==> src/rtl/regfile_bist.sv <==
// regfile_bist: built-in self-test initiator for a 32x32 register file.
// Each run writes all 32 words with a pattern and reads them back as 16
// even/odd pairs, once with the true pattern and once inverted. It reports
// pass/fail, a saturating error count and the first failing address.
module regfile_bist #(
  parameter logic [31:0] BASE           = 32'hA5A5_5A5A,
  parameter bit          ZERO_HARDWIRED = 1'b1
) (
  input  logic        clock_in,
  input  logic        rst_n,
  input  logic        start,
  output logic        busy,
  output logic        done,
  output logic        pass,
  output logic [5:0]  err_count,
  output logic [4:0]  fail_addr,
  output logic [4:0]  writeReg,
  output logic [31:0] writeData,
  output logic        regWrite,
  output logic [4:0]  readReg1,
  output logic [4:0]  readReg2,
  input  logic [31:0] readData1,
  input  logic [31:0] readData2
);

  localparam logic [1:0] S_IDLE  = 2'd0;
  localparam logic [1:0] S_WRITE = 2'd1;
  localparam logic [1:0] S_READ  = 2'd2;
  localparam logic [1:0] S_DONE  = 2'd3;

  logic [1:0] state;
  logic       pass_idx;
  logic       seen;       // a mismatch has already been recorded this run
  logic       mis1;
  logic       mis2;
  logic [6:0] err_sum;
  logic [5:0] err_next;

  function automatic logic [31:0] pattern(input logic [4:0] a, input logic p);
    return (p ? ~BASE : BASE) ^ {a, a, a, a, a, a, 2'b00};
  endfunction

  function automatic logic [31:0] exp_word(input logic [4:0] a, input logic p);
    if (ZERO_HARDWIRED && a == 5'd0) return '0;
    return pattern(a, p);
  endfunction

  // Compare the pair currently presented and form the saturated count.
  always_comb begin
    mis1     = (readData1 != exp_word(readReg1, pass_idx));
    mis2     = (readData2 != exp_word(readReg2, pass_idx));
    err_sum  = {1'b0, err_count} + {6'd0, mis1} + {6'd0, mis2};
    err_next = (err_sum > 7'd63) ? 6'd63 : err_sum[5:0];
  end

  // Sequencer: write sweep, paired read-back/compare, two passes, result.
  always_ff @(posedge clock_in or negedge rst_n) begin
    if (!rst_n) begin
      state     <= S_IDLE;
      pass_idx  <= 1'b0;
      seen      <= 1'b0;
      busy      <= 1'b0;
      done      <= 1'b0;
      pass      <= 1'b0;
      err_count <= '0;
      fail_addr <= '0;
      writeReg  <= '0;
      writeData <= '0;
      regWrite  <= 1'b0;
      readReg1  <= '0;
      readReg2  <= '0;
    end else begin
      case (state)
        S_IDLE, S_DONE: begin
          if (start) begin
            state     <= S_WRITE;
            pass_idx  <= 1'b0;
            seen      <= 1'b0;
            busy      <= 1'b1;
            done      <= 1'b0;
            pass      <= 1'b0;
            err_count <= '0;
            fail_addr <= '0;
            regWrite  <= 1'b1;
            writeReg  <= '0;
            writeData <= pattern(5'd0, 1'b0);
          end
        end
        S_WRITE: begin
          if (writeReg == 5'd31) begin
            state     <= S_READ;
            regWrite  <= 1'b0;
            writeReg  <= '0;
            writeData <= '0;
            readReg1  <= 5'd0;
            readReg2  <= 5'd1;
          end else begin
            writeReg  <= writeReg + 5'd1;
            writeData <= pattern(writeReg + 5'd1, pass_idx);
          end
        end
        S_READ: begin
          err_count <= err_next;
          // Even port is checked first so it wins when both ports fail.
          if (!seen && (mis1 || mis2)) begin
            seen      <= 1'b1;
            fail_addr <= mis1 ? readReg1 : readReg2;
          end
          if (readReg1 == 5'd30) begin
            readReg1 <= '0;
            readReg2 <= '0;
            if (!pass_idx) begin
              state     <= S_WRITE;
              pass_idx  <= 1'b1;
              regWrite  <= 1'b1;
              writeReg  <= '0;
              writeData <= pattern(5'd0, 1'b1);
            end else begin
              state <= S_DONE;
              busy  <= 1'b0;
              done  <= 1'b1;
              pass  <= (err_next == 6'd0);
            end
          end else begin
            readReg1 <= readReg1 + 5'd2;
            readReg2 <= readReg2 + 5'd2;
          end
        end
        default: state <= S_IDLE;
      endcase
    end
  end

endmodule

==> config.mk <==
export PLATFORM = sky130hd
export DESIGN_NAME = regfile_bist
export DESIGN_NICKNAME = d
export VERILOG_FILES = /design/src/rtl/regfile_bist.sv
export SDC_FILE = /design/constraint.sdc
export NUM_CORES = 1
export LEC_CHECK = 0
export CORE_ASPECT_RATIO = 1.2
export CORE_UTILIZATION = 40
export DETAILED_ROUTE_END_ITERATION = 16
export PLACE_DENSITY = 0.73
export SLEW_MARGIN = 20
export SYNTH_ARGS = -nofsm -noshare
export SYNTH_HDL_FRONTEND = slang
export SYNTH_SLANG_ARGS = --single-unit
==> constraint.sdc <==
create_clock -name clock_in -period 3.5 [get_ports clock_in]
set_input_delay 0.7 -clock clock_in [delete_from_list [all_inputs] [get_ports clock_in]]
set_output_delay 0.7 -clock clock_in [all_outputs]
set_load 0.05 [all_outputs]
==> run_results.csv, run 1 <==
group,metric,value,unit
route,via_count,3700,
timing,maxSlewHeadroom,0.358,
die,boundaryPins,129,
synth,synth_enable_flop_cells,0,
timing,achievable-frequency,306,MHz
synth,proportion_of_synthesized_flip_flops_having_asynchronous_set_or_reset,1.00,
critical_path,critPathMaxStageDelay,0.50,ns
critical_path,regToRegStartpoint,"readReg1[2]",
hold_path,hold_path.startpoint,"fail_addr[3]",
synth,synth.most_common_cell,"sky130_fd_sc_hd__nand2_1",
route,wirelength,10300,µm
die,floorplan_die_height,106,µm
critical_path,timing_worst_setup_path_type,"input port to register",
timing,finalSetupViolations,0,
clock_tree,tritoncts_clock_tree,"done",
clock_tree,post_cts_resize_count,0,
critical_path,crit_slowest_cell,"sky130_fd_sc_hd__clkdlybuf4s50_1",
synth,synth.avg_cell_area,8.15,µm²
global_route,grt_first_pass_wirelength,16200,µm
clock_tree,clock_latency,0.30,ns
clock_tree,cts-htree-levels,2,
route,drt-wirelength-per-cell,15.5,µm
clock_tree,post-cts-setup-buffer-count,0,
layout,antenna-diode-count,0,
clock_tree,max_clock_buf_depth,2,
die,rows,37,
critical_path,cp.buffers_inverters,2,
critical_path,required,3.69,ns
critical_path,setup.worst_path.end_class,"register",
synth,synth.yosys.seq_area_share,0.297,
layout,postLayoutCoreUtil,0.567,
power,p_per_area,662,mW/mm²
synth,netlist_instances,445,
timing,min_period_over_period,0.934,
synth,synth_seq_cells,43,
outcome,outcome,"completed",
hold_path,timing.hold.worst.class,"register to register",
route,dr.pass1.iters,4,
synth,yosysWarnings,0,
timing,rsz0062_at_grt,"no",
clock_tree,clkSinkCount,43,
run,drv.max_cap_violation_count,0,
timing,worst-slew-pin-transition,0.963,ns
place,post-dp-hpwl,7870,µm
route,ant_nets,0,
layout,final_layout_size_suffix_gt1_frac,0.0878,
timing,min_period,3.27,ns
global_route,grt_max_degree,44,
timing,fin_hold_ws,0.490,ns
critical_path,timing.reg2reg.worst_path_depth,13,
synth,synth_top_area_cell,"sky130_fd_sc_hd__dfrtp_1",
clock_tree,cts.root.buffer_cell,"sky130_fd_sc_hd__clkbuf_8",
critical_path,crit_path_cell_trace,"clkdlybuf4s50_1 -> nand2_1 -> or4_4 -> o211ai_2 -> nand3_1 -> o31a_1 -> nor3_4 -> fa_1 -> inv_1 -> ha_1 -> and2_1 -> nand4_1 -> a21oi_1 -> a21o_1",
critical_path,crit_path_start,"readData1[29]",
global_route,track_usage,0.215,
critical_path,timing.critical_path.fanout_max,4,
route,detail_route.drc_violations,0,
power,max_vdd_drop,0.484,mV
timing,hold_viol_final,0,
clock_tree,tritoncts.num_buffers,5,
place,globalplace.congestion,0.891,
clock_tree,cts.clk_slew.worst_paths,0.08,ns
die,die_area,0.00946,mm²
global_route,grt_pass1_vias,3521,
synth,ys_top_cells_by_area,"sky130_fd_sc_hd__dfrtp_1 (30%), sky130_fd_sc_hd__buf_4 (5.4%), sky130_fd_sc_hd__nand2_1 (5.3%), sky130_fd_sc_hd__o21ai_0 (5.0%), sky130_fd_sc_hd__a21oi_1 (3.4%)",
synth,most_used_flip_flop_cell_after_synthesis,"sky130_fd_sc_hd__dfrtp_1",
power,standby_leakage_power,0.00204,µW
critical_path,worst_setup_path_start_kind,"input port",
global_route,grt-ovfl-total,0,
route,avgViaCountPerCell,5.57,
layout,final_nets,622,
synth,synthDominantCellAreaShare,0.297,
global_route,initial_antenna_violation_count,0,
place,worst_setup_slack_post_dpl,-0.151,ns
place,number_of_port_buffers,127,
die,initial_utilization,0.417,
timing,finalClockSkew,0.00620,ns
hold_path,worstHoldPathCells,1,
synth,post_synth_most_frequent_cells,"sky130_fd_sc_hd__nand2_1 (51), sky130_fd_sc_hd__dfrtp_1 (43), sky130_fd_sc_hd__o21ai_0 (36), sky130_fd_sc_hd__nor2_1 (27), sky130_fd_sc_hd__buf_4 (26)",
clock_tree,holdBufCountCts,0,
die,core_area,0.00870,mm²
layout,areaGrowthSynthToFinish,36.0,%
synth,syn_area,0.00363,mm²
timing,final_setup_slack_of_the_worst_path,0.232,ns
synth,synth_cell_types,60,
timing,setup_total_negative_slack,0,ns
critical_path,timing.critical_path.max_delay_family,"simple AND/OR/NAND/NOR gates",
die,floorplan.die.width,88.9,µm
route,first_iteration_detailed_routing_drc_count,261,
critical_path,timing.critical_path.arrival,3.46,ns
synth,mappedNetlistNets,521,
timing,final_max_slew_viol_count,0,
critical_path,cp_num_cells,14,
-- power by group --
group          internal (µW)  leakage (µW)  switching [µW]  total [µW]
clock                    140     0.0000412             176         316
sequential               607      0.000558             124         731
combinational            769       0.00144            1450        2220
total                   1520       0.00204            1750        3270
-- cell type report --
cell class,instances,area (µm²)
clock buffer,6,72.6
clock inverter,2,12.5
fill,829,3770
inverter,10,37.5
multi-input combinational,341,2190
sequential,43,1080
tap,117,146
timing repair buffer,145,1400
-- logic make-up after synthesis --
kind of cell               synth area share
xor gates and xnor gates             0.0410
other                               0.00103
and+or+nand+nor                       0.280
adders and majority gates            0.0331
DFF                                   0.297
muxes                                0.0455
buffers and inverters                 0.103
AOI/OAI and AO/OA                     0.199
-- worst reg2reg max path, cell delays in order, from the launching register on --
cell                       delay, ns
sky130_fd_sc_hd__dfrtp_1        0.51
sky130_fd_sc_hd__nor4_4         0.53
sky130_fd_sc_hd__mux2i_1        0.15
sky130_fd_sc_hd__a31oi_1        0.18
sky130_fd_sc_hd__o31ai_1        0.10
sky130_fd_sc_hd__nand4_1        0.14
sky130_fd_sc_hd__nor3_4         0.06
sky130_fd_sc_hd__fa_1           0.38
sky130_fd_sc_hd__inv_1          0.08
sky130_fd_sc_hd__ha_1           0.18
sky130_fd_sc_hd__and2_1         0.15
sky130_fd_sc_hd__nand4_1        0.18
sky130_fd_sc_hd__buf_4          0.19
sky130_fd_sc_hd__a211oi_1       0.19
-- cells in the final DEF (no fill, tap or decap), types with 5 or more instances in the layout --
cell type and count:
sky130_fd_sc_hd__inv_1 9, sky130_fd_sc_hd__xnor2_1 10, sky130_fd_sc_hd__o31ai_1 9, sky130_fd_sc_hd__and3_1 12, sky130_fd_sc_hd__nor2b_1 5, sky130_fd_sc_hd__nand2_1 51
sky130_fd_sc_hd__xor2_1 7, sky130_fd_sc_hd__buf_4 18, sky130_fd_sc_hd__nand4_1 12, sky130_fd_sc_hd__a31oi_1 5, sky130_fd_sc_hd__a21oi_1 25, sky130_fd_sc_hd__a211o_1 7
sky130_fd_sc_hd__clkdlybuf4s50_1 126, sky130_fd_sc_hd__nor2_1 26, sky130_fd_sc_hd__mux2i_1 12, sky130_fd_sc_hd__o22ai_1 6, sky130_fd_sc_hd__nor4_1 8, sky130_fd_sc_hd__o21ai_0 36
sky130_fd_sc_hd__dfrtp_1 43, sky130_fd_sc_hd__nor3_1 18, sky130_fd_sc_hd__nand3_1 11, sky130_fd_sc_hd__clkbuf_8 5, sky130_fd_sc_hd__ha_1 8, sky130_fd_sc_hd__a21o_1 5
-- worst paths after layout --
path | endpoint | slack (ns)
min reg2reg | fail_addr[3] | 0.49
max reg2reg | err_count[2] | 0.39
max in group asynchronous | readReg1[3] | 2.35
min in group asynchronous | writeData[28] | 0.55
min | fail_addr[3] | 0.49
max | err_count[0] | 0.23
-- flip-flops by register name, summed over array words and instances, names as in the netlist --
register	flops
seen	1
regWrite	1
err_count	6
writeData	10
pass	1
readReg2	5
readReg1	4
state	2
busy	1
writeReg	5
fail_addr	5
done	1
pass_idx	1
-- metrics by stage --
step | area, µm² | instances | power, µW
finish | 4930 | 664 | 3270
global route | 4930 | 664 | 3450
floorplan | 3630 | 445 | 2400
global placement | 4840 | 656 | 2910
CTS | 4920 | 664 | 3270
detailed placement | 4840 | 656 | 2960
-- per-layer routing --
metal,vias to the layer above,part of all wire,global-route usage
met5,-,0,0
met4,0,0.019,0.0737
met3,18,0.053,0.0248
met2,98,0.50,0.383
met1,1774,0.43,0.263
li1,1810,-,-
(Power assumes the default switching activity.)
==> run 2: changes to the inputs <==
- CTS_CLUSTER_DIAMETER: default -> 100
==> results of run 2 <==
The final DEF is identical to that of run 1; final timing and power are the same.
